<file path="src/rtl/mem_req_pkg.sv">
// Shared types for the memory request master.
//   state_t    : request sequencer state (idle / read burst in progress)
//   rsp_beat_t : one buffered read beat (data word plus end-of-burst tag)
package mem_req_pkg;

    // Width of a buffered response word; mem_req_master's RAM_WIDTH must equal this.
    localparam int unsigned RamWidth = 32;

    typedef enum logic {
        StIdle,
        StRead
    } state_t;

    typedef struct packed {
        logic [RamWidth-1:0] data;
        logic                last;
    } rsp_beat_t;

endpackage

</file>
<file path="src/rtl/mem_rsp_fifo.sv">
// Synchronous response FIFO holding read beats in order.
// Ports:
//   clk_i, rst_i       clock, asynchronous active-high reset (empties the FIFO)
//   push_i, wdata_i    write a beat (ignored when full without a simultaneous pop)
//   pop_i              remove the head beat (ignored when empty)
//   rdata_o            head beat; stable until popped
//   count_o            number of stored beats
//   full_o, empty_o    occupancy flags
module mem_rsp_fifo
    import mem_req_pkg::*;
#(
    parameter int unsigned Depth = 2
) (
    input  logic                         clk_i,
    input  logic                         rst_i,
    input  logic                         push_i,
    input  rsp_beat_t                    wdata_i,
    input  logic                         pop_i,
    output rsp_beat_t                    rdata_o,
    output logic [$clog2(Depth+1)-1:0]   count_o,
    output logic                         full_o,
    output logic                         empty_o
);

    localparam int unsigned CntW = $clog2(Depth + 1);
    localparam int unsigned PtrW = (Depth > 1) ? $clog2(Depth) : 1;

    rsp_beat_t       mem_q [Depth];
    logic [PtrW-1:0] wr_ptr_q, wr_ptr_d;
    logic [PtrW-1:0] rd_ptr_q, rd_ptr_d;
    logic [CntW-1:0] count_q, count_d;
    logic            push_ok, pop_ok;

    // Pointers wrap explicitly so Depth need not be a power of two.
    function automatic logic [PtrW-1:0] ptr_inc(input logic [PtrW-1:0] p);
        return (p == PtrW'(Depth - 1)) ? '0 : p + PtrW'(1);
    endfunction

    assign empty_o = (count_q == '0);
    assign full_o  = (count_q == CntW'(Depth));
    assign count_o = count_q;
    assign rdata_o = mem_q[rd_ptr_q];

    assign pop_ok  = pop_i & ~empty_o;
    assign push_ok = push_i & (~full_o | pop_ok);

    always_comb begin
        wr_ptr_d = wr_ptr_q;
        rd_ptr_d = rd_ptr_q;
        count_d  = count_q;
        if (push_ok) wr_ptr_d = ptr_inc(wr_ptr_q);
        if (pop_ok)  rd_ptr_d = ptr_inc(rd_ptr_q);
        if (push_ok && !pop_ok)      count_d = count_q + CntW'(1);
        else if (!push_ok && pop_ok) count_d = count_q - CntW'(1);
    end

    always_ff @(posedge clk_i or posedge rst_i) begin
        if (rst_i) begin
            wr_ptr_q <= '0;
            rd_ptr_q <= '0;
            count_q  <= '0;
        end else begin
            wr_ptr_q <= wr_ptr_d;
            rd_ptr_q <= rd_ptr_d;
            count_q  <= count_d;
        end
    end

    // Storage needs no reset: entries are only visible once counted in.
    always_ff @(posedge clk_i) begin
        if (push_ok) mem_q[wr_ptr_q] <= wdata_i;
    end

endmodule

</file>
<file path="src/rtl/mem_req_master.sv">
// Initiator for a single-port synchronous data memory (1-cycle read latency).
// Accepts client requests (single-beat writes, read bursts of req_len+1 beats),
// issues read beats with incrementing (wrapping) addresses under a credit scheme,
// and returns read data through a small response FIFO with valid/ready.
// Ports:
//   clock, reset                      clock, asynchronous active-high reset
//   req_valid/req_ready               request handshake; ready only while idle
//   req_write/req_addr/req_len/req_wdata  request fields
//   rsp_valid/rsp_ready/rsp_data/rsp_last response beat stream
//   busy                              burst active, read in flight, or FIFO non-empty
//   mem_enable/mem_write_enable/mem_address/mem_wdata/mem_rdata  memory port
module mem_req_master
    import mem_req_pkg::*;
#(
    parameter int unsigned RAM_WIDTH     = RamWidth,
    parameter int unsigned RAM_ADDR_BITS = 9,
    parameter int unsigned LEN_BITS      = 4,
    parameter int unsigned RSP_DEPTH     = 2
) (
    input  logic                     clock,
    input  logic                     reset,
    input  logic                     req_valid,
    output logic                     req_ready,
    input  logic                     req_write,
    input  logic [RAM_ADDR_BITS-1:0] req_addr,
    input  logic [LEN_BITS-1:0]      req_len,
    input  logic [RAM_WIDTH-1:0]     req_wdata,
    output logic                     rsp_valid,
    input  logic                     rsp_ready,
    output logic [RAM_WIDTH-1:0]     rsp_data,
    output logic                     rsp_last,
    output logic                     busy,
    output logic                     mem_enable,
    output logic                     mem_write_enable,
    output logic [RAM_ADDR_BITS-1:0] mem_address,
    output logic [RAM_WIDTH-1:0]     mem_wdata,
    input  logic [RAM_WIDTH-1:0]     mem_rdata
);

    localparam int unsigned CntW = $clog2(RSP_DEPTH + 1);

    state_t                   state_q, state_d;
    logic [RAM_ADDR_BITS-1:0] addr_q, addr_d;
    logic [LEN_BITS-1:0]      rem_q, rem_d;
    logic                     inflight_q, inflight_d;
    logic                     inflight_last_q, inflight_last_d;

    logic                     pop, issue, credit_ok, write_hs, read_hs;
    logic [CntW-1:0]          fifo_count;
    logic                     fifo_full, fifo_empty;
    rsp_beat_t                fifo_rdata, push_beat;

    // Gated by reset so every output reads 0 while reset is held.
    assign req_ready = (state_q == StIdle) & ~reset;
    assign write_hs  = req_ready & req_valid & req_write;
    assign read_hs   = req_ready & req_valid & ~req_write;
    assign pop       = rsp_valid & rsp_ready;

    // A beat may only be issued if the FIFO is sure to have room when its data lands.
    assign credit_ok = (int'(inflight_q) + int'(fifo_count) - int'(pop)) < int'(RSP_DEPTH);
    assign issue     = (state_q == StRead) & credit_ok;

    // State register
    always_ff @(posedge clock or posedge reset) begin
        if (reset) begin
            state_q         <= StIdle;
            addr_q          <= '0;
            rem_q           <= '0;
            inflight_q      <= 1'b0;
            inflight_last_q <= 1'b0;
        end else begin
            state_q         <= state_d;
            addr_q          <= addr_d;
            rem_q           <= rem_d;
            inflight_q      <= inflight_d;
            inflight_last_q <= inflight_last_d;
        end
    end

    // Next-state logic
    always_comb begin
        state_d         = state_q;
        addr_d          = addr_q;
        rem_d           = rem_q;
        inflight_d      = issue;
        inflight_last_d = issue & (rem_q == '0);
        unique case (state_q)
            StIdle: begin
                if (read_hs) begin
                    addr_d  = req_addr;
                    rem_d   = req_len;
                    state_d = StRead;
                end
            end
            StRead: begin
                if (issue) begin
                    addr_d = addr_q + RAM_ADDR_BITS'(1);
                    if (rem_q == '0) state_d = StIdle;
                    else             rem_d   = rem_q - LEN_BITS'(1);
                end
            end
            default: state_d = StIdle;
        endcase
    end

    // Outputs
    always_comb begin
        mem_enable       = 1'b0;
        mem_write_enable = 1'b0;
        mem_address      = '0;
        mem_wdata        = '0;
        if (write_hs) begin
            mem_enable       = 1'b1;
            mem_write_enable = 1'b1;
            mem_address      = req_addr;
            mem_wdata        = req_wdata;
        end else if (issue) begin
            mem_enable  = 1'b1;
            mem_address = addr_q;
        end
        busy      = (state_q == StRead) | inflight_q | ~fifo_empty;
        rsp_valid = ~fifo_empty;
        rsp_data  = fifo_empty ? '0 : fifo_rdata.data;
        rsp_last  = ~fifo_empty & fifo_rdata.last;
    end

    assign push_beat = '{data: mem_rdata, last: inflight_last_q};

    mem_rsp_fifo #(
        .Depth (RSP_DEPTH)
    ) u_rsp_fifo (
        .clk_i   (clock),
        .rst_i   (reset),
        .push_i  (inflight_q),
        .wdata_i (push_beat),
        .pop_i   (pop),
        .rdata_o (fifo_rdata),
        .count_o (fifo_count),
        .full_o  (fifo_full),
        .empty_o (fifo_empty)
    );

    // The credit rule must make overflow impossible.
    a_no_overflow : assert property (@(posedge clock) disable iff (reset)
        (inflight_q && !pop) |-> !fifo_full);

endmodule

</file>
<file path="config.mk">
export PLATFORM = sky130hd
export DESIGN_NAME = mem_req_master
export DESIGN_NICKNAME = d
export VERILOG_FILES = /design/src/rtl/mem_req_pkg.sv /design/src/rtl/mem_rsp_fifo.sv /design/src/rtl/mem_req_master.sv
export SDC_FILE = /design/constraint.sdc
export NUM_CORES = 1
export LEC_CHECK = 0
export CAP_MARGIN = 10
export CORE_ASPECT_RATIO = 1.4
export CORE_MARGIN = 3
export CORE_UTILIZATION = 39
export CTS_BUF_LIST = sky130_fd_sc_hd__clkbuf_8 sky130_fd_sc_hd__clkbuf_16
export DETAILED_ROUTE_END_ITERATION = 12
export MAX_ROUTING_LAYER = met4
export PLACE_DENSITY = 0.83
export SYNTH_ARGS = -nofsm -noshare
export SYNTH_HDL_FRONTEND = slang
export SYNTH_SLANG_ARGS = --single-unit
</file>
<file path="constraint.sdc">
create_clock -name clock -period 3.3 [get_ports clock]
set_input_delay 0.66 -clock clock [delete_from_list [all_inputs] [get_ports clock]]
set_output_delay 0.66 -clock clock [all_outputs]
set_load 0.02 [all_outputs]
</file>
; After elaboration in Yosys (flattened, before gate mapping)
; Memories as Yosys holds them, arrays and structs flattened.
; Index checks and enable logic that the tools add are counted.
; Widths: inputs -> output; s select.
[totals]
ram_bits = 66
memories = 1
in_bits = 82
regBits = 20
out_inout_bits = 79
wordCells = 73
[classes]
n_reduce_logical = 9
muxes = 24
magnitude_cmp = 1
bitwise = 18
eq_ne = 4
add_sub_neg = 8
[memory_table]
columns = memory, words, word_bits, rd, rd_clocked_by_memory_dff, write_ports, line_no
row1 = u_rsp_fifo.mem_q, 2, 33, 1, 0, 1, mem_rsp_fifo.sv:28  ; rsp_beat_t mem_q [Depth];
[op_table]
columns = op, n
row1 = $mux 32, 2
row2 = $mux 9, 4
row3 = $pmux 9 s2, 1
row4 = $mux 4, 3
row5 = $and 1x1->1, 10
row6 = $mux 1, 10
row7 = $add 9x1->9 const B, 1
row8 = $pmux 4 s2, 1
row9 = $not 1->1, 5
row10 = $logic_not 4->1, 1
row11 = $lt 4x3->1 const B, 1
row12 = $mux 2, 2
row13 = $ne 2x2->1 const B, 2
row14 = $sub 3x1->4, 1
row15 = $sub 4x1->4 const B, 1
row16 = $add 1x2->3, 1
row17 = $or 1x1->1, 3
row18 = $reduce_and 3->1, 1
row19 = $add 1x1->1 const B, 2
row20 = $add 2x1->2 const B, 1
row21 = $eq 2x2->1 const B, 1
row22 = $logic_and 1x1->1, 2
row23 = $logic_not 1->1, 2
row24 = $logic_not 2->1, 1
row25 = other kinds (5), 5

; Longest topological paths before layout
[depth]
depth_word = 10
ltp_mapped = 14

; Cells and area by module
; Synthesis repeated with hierarchy kept, for this count alone.
[unflattened]
hier_cells = 331
area_unflattened_um2 = 4406.7
[by_module_without_submodules]
columns = mod, instances, cells_per_inst, area_per_inst_um2
row1 = mem_rsp_fifo, 1, 123, 2756.4
row2 = mem_req_master, 1, 208, 1650.3

; Worst setup path before layout
; OpenSTA, ideal clock, no wires.
[synth_path]
kind = reg2out
start = reg u_rsp_fifo.count_q[0] (netlist: u_rsp_fifo.count_o[0])
end = out mem_address[0]
path_slack_ns = -0.347
stages_incl_launch_ff = 13
arrival_time_ns = 2.987
path_cell_list = dfrtp_1 > clkbuf_1 > nor2_1 > inv_1 > nand2_1 > inv_1 > ha_1 > nand2b_1 > fa_1 > xnor2_1 > a32oi_2 > buf_2 > o21ai_0
[synth_between]
elab_chain_cells = 8
elab_cells_between_ends = 9
classes_between = add/sub: 2 / order compare: 1 / mux: 2 / bitwise: 3 / reduce/logical: 1
[synth_lines]
columns = item, line_no
row1 = "start, declared", mem_rsp_fifo.sv:31  ; logic [CntW-1:0] count_q, count_d;
row2 = "start signal, assigned", mem_rsp_fifo.sv:65  ; count_q <= count_d;
row3 = $logic_not 2->1, mem_rsp_fifo.sv:39  ; assign empty_o = (count_q == '0);
row4 = $not 1->1, mem_req_master.sv:122  ; rsp_valid = ~fifo_empty;
row5 = named net rsp_valid, mem_req_master.sv:28  ; output logic rsp_valid,
row6 = $and 1x1->1, mem_req_master.sv:57  ; assign pop = rsp_valid & rsp_ready;
row7 = $sub 3x1->4, mem_req_master.sv:60  ; assign credit_ok = (int'(inflight_q) + int'(fifo_count) - int'(pop)) < int'(RSP_DEPTH);
row8 = $lt 4x3->1, mem_req_master.sv:60
row9 = $and 1x1->1, mem_req_master.sv:61  ; assign issue = (state_q == StRead) & credit_ok;
row10 = $mux 9, mem_req_master.sv:117  ; end else if (issue) begin
row11 = $mux 9, mem_req_master.sv:112  ; if (write_hs) begin
row12 = "end, declared", mem_req_master.sv:35  ; output logic [RAM_ADDR_BITS-1:0] mem_address,
; The timed path passes the listed nets, and every way through them passes these cells.

; Worst setup path in the final report
[layout_path]
start = in rsp_ready
end = out mem_address[4]
[layout_between]
elab_chain_cells = 6
[layout_lines]
columns = item, line_no
row1 = "start, declared", mem_req_master.sv:29  ; input logic rsp_ready,
row2 = $and 1x1->1, mem_req_master.sv:57
row3 = $sub 3x1->4, mem_req_master.sv:60
row4 = $lt 4x3->1, mem_req_master.sv:60
row5 = $and 1x1->1, mem_req_master.sv:61
row6 = $mux 9, mem_req_master.sv:117
row7 = $mux 9, mem_req_master.sv:112
; Every way passes these cells.

==> flow_summary.ini <==
[run]
drv_cap = 0

[grt]
grt_max_degree = 34
grt_pass1_wl_um = 16600
grt_pass1_vias = 3353
antenna_found_initial = 0
globalRouteOverflowTotal = 0
grtUsageTotal_pct = 18.6

[pwr]
seqPwrFrac_pct = 29.0
p_leak_nw = 2.51
powerDensity_nw_per_um2 = 898
p_comb_share_pct = 54.5
p_sw_mw = 2.21
peakVddDrop_v = 0.000619
p_int_mw = 3.55
clock_power_share_pct = 16.6
report.power.total_mw = 5.75
sw_frac_of_total_pct = 38.3

[sta]
max_slew_margin_pct = 48.0
min_period_ps = 3480
worstMarginPinSlew_ps = 779
finalMaxSlewViolations = 0
hold_viol = 0
fmax_mhz = 288
finalSetupViolCount = 9
tns_ps = -1420
timing.hold.ws_ps = 444
finalWorstSetupSlack_ps = -176
skew_ps = 6.42
fin_crit_sh_pct = 105
rsz0062_at_grt = yes

[die]
initial_core_util_pct = 40.2
rows = 43
die_width_um = 91.9
fp.coreArea_um2 = 10000
die_h_um = 126
io_pins = 161
dieArea_um2 = 11600

[worst_setup_path]
crit_buf_inv = 4
cp-end-kind = primary output
cp-start-kind = primary input
path_class = in -> out
cpPeakStageDelay_ps = 460
arrival_ps = 2820
cp_cell_sequence = dlygate4sd2_1, nand2_2, inv_2, ha_4, nand2b_4, fa_2, a32oi_4, clkinvlp_4, a22o_4, buf_6
crit_family = adder cells
r2r.worst_path.cells = 13
rr_startpoint = u_rsp_fifo.count_o[0]$_DFFE_PP0P_
path_max_fanout = 4
reg2reg_slack_ps = 380
rr_endpoint = addr_q[0]$_DFFE_PP0P_
cpMaxStageDelayCell = fa_2
crit_required_ps = 2640

[min_path]
hold_path.class = reg -> reg
whs_endpoint = u_rsp_fifo.mem_q[1][0]$_DFFE_PP_
min_from = inflight_last_q$_DFF_PP0_
hold_path_depth = 0

[clock_network]
cts_tree = built
cts.hold.buffers_added = 0
clk_pin_slew_ps = 70
cts.sink_count = 86
cts_root_buf = clkbuf_16
clock_path_buffers = 2
cts-htree-levels = 3
clock_latency_ps = 330
cts_buffers = 9

[logic_synthesis]
syn_nets = 406
synth_edf_count = 66
yosysSeqAreaShare_pct = 61.6
syn_area_um2 = 4030
synth-main-ff-cell = edfxtp_1
postSynthAreaPerCell_um2 = 12.7
synthDistinctLibCells = 50
ys_seq_elements = 86
ys.warnings.count = 0
synth-async-reset-ratio_pct = 23.3
syn_inst = 317

[cells_and_area]
drive_above_1_share_pct = 15.0
fin_cells = 634
diodes = 0
mostFrequentLayoutCell = clkdlybuf4s50_1
fin_util_pct = 64.0
final_cell_mix = 149 x clkdlybuf4s50_1, 66 x edfxtp_1, 41 x nor2_1
area_growth_pct = 59.0
final_nets = 583

[route]
vias = 3175
antenna_left = 0
dr.first_iter.drc_count = 87
vias_per_cell = 5.01
dr.pass1.iters = 5
drc = 0
post_drt_wl_per_cell_um = 16.2
wirelength_um = 10300

[place]
dp_hpwl_um = 7750
dp.cells = 612
numPortBuffers = 160
globalplace.congestion = 0.778

[run_status]
status = finished, violations left
violations = setup timing
==> what timing repair did <==
action | 4_1_cts | 5_1_grt
buffers inserted | 3 | 2
resized for setup | 72 | 2
hold endpoints to repair | 0 | 0
pin swaps | 13 | 7
cloned | 1 | 0
endpoints found under the setup margin | 10 | 10
==> logic make-up (layout without fill, tap and decap cells) <==
kind of cell | after synthesis | in the layout | synth area share (%)
AND/OR/NAND/NOR | 107 | 107 | 14.1
flip-flops | 86 | 86 | 61.6
AO/OA/AOI/OAI | 43 | 43 | 8.11
multiplexers | 38 | 38 | 9.44
buffers and inverters | 30 | 212 | 3.04
adder cells (fa/ha/maj) | 7 | 7 | 2.36
XOR/XNOR | 6 | 6 | 1.30
==> per-layer routing <==
| metal | GRT usage, % | routed length (um) | vias to the layer above | share of wire, % |
|---|---|---|---|---|
| li1 | - | - | 1505 | - |
| met1 | 19.8 | 3840 | 1479 | 37 |
| met2 | 33.0 | 5430 | 174 | 53 |
| met3 | 5.50 | 787 | 17 | 7.7 |
| met4 | 5.95 | 227 | 0 | 2.2 |
| met5 | - | 0 | - | 0 |
==> synthesized netlist by cell type (2+ instances only) <==
cell | count | share of area, %
edfxtp_1 | 66 | 49
nor2_1 | 42 | 3.9
mux2i_1 | 38 | 9.4
and2_1 | 33 | 5.1
dfrtp_1 | 20 | 12
clkbuf_1 | 11 | 1.0
inv_1 | 11 | 1.0
a22o_1 | 9 | 2.0
nand2_1 | 9 | 0.84
ha_1 | 6 | 1.9
a31oi_1 | 5 | 0.78
buf_2 | 5 | 0.62
o21ai_0 | 5 | 0.62
nand3_1 | 4 | 0.50
o22ai_1 | 4 | 0.62
or3_1 | 4 | 0.62
xnor2_1 | 4 | 0.87
a21oi_1 | 3 | 0.37
and3_1 | 3 | 0.47
o22a_1 | 3 | 0.65
o31a_1 | 2 | 0.43
xor2_1 | 2 | 0.43
==> worst register-to-register path, stage by stage, from the launching register on <==
cell and delay [ps]:
dfrtp_1 410, nor2_4 130, inv_2 40, nand2_2 70, inv_2 60, ha_4 260
nand2b_4 110, fa_2 460, a32oi_4 320, clkinvlp_4 200, buf_4 160, buf_4 150
nor2_2 230, mux2i_1 240
==> how the worst max path moves through the flow <==
| stage | startpoint | end | slack, ps | cells past startpoint |
|---|---|---|---|---|
| 2_1_floorplan | u_rsp_fifo.count_o[0]$_DFFE_PP0P_ | mem_address[1] | 20 | 13 |
| 3_3_place_gp | rsp_ready | mem_address[0] | -790 | 11 |
| 3_5_place_dp | rsp_ready | mem_address[2] | -840 | 11 |
| 4_1_cts | u_rsp_fifo.count_o[1]$_DFFE_PP0P_ | mem_address[3] | -270 | 12 |
| 5_1_grt | u_rsp_fifo.count_o[0]$_DFFE_PP0P_ | mem_address[4] | -310 | 11 |
| 6_report | rsp_ready | mem_address[4] | -180 | 10 |
==> registers in the layout, summed over array words and instances (netlist names) <==
name                 count
state_q                  1
rem_q                    4
u_rsp_fifo.mem_q        66
inflight_q               1
u_rsp_fifo.rd_ptr_q      1
inflight_last_q          1
u_rsp_fifo.wr_ptr_q      1
addr_q                   9
u_rsp_fifo.count_o       2
==> metrics by stage <==
step | setup WS, ps | cell area [um^2]
after detailed placement | -838 | 5990
after CTS | -270 | 6370
after global placement | -792 | 5990
after global routing | -306 | 6400
final | -176 | 6400
after floorplan | 16.4 | 4100
==> layout make-up <==
class | count | area, um^2
inverters | 12 | 50.0
repair buffers | 183 | 1840
flip-flops and latches | 86 | 2480
multi-input cells | 201 | 1560
clock buffers | 9 | 225
repair inverters | 1 | 7.51
clock inverters | 7 | 66.3
well taps | 135 | 169
fillers | 781 | 3600
==> power groups by stage <==
stage                     logic (mW)  registers [mW]  clock network, mW
after floorplan                 1.77            1.61                  0
after detailed placement        2.91            1.68                  0
after global routing            3.37            1.70               1.02
final                           3.13            1.67              0.953
after global placement          2.84            1.67                  0
after CTS                       3.10            1.67              0.975
Power figures use the tool's default switching activity.
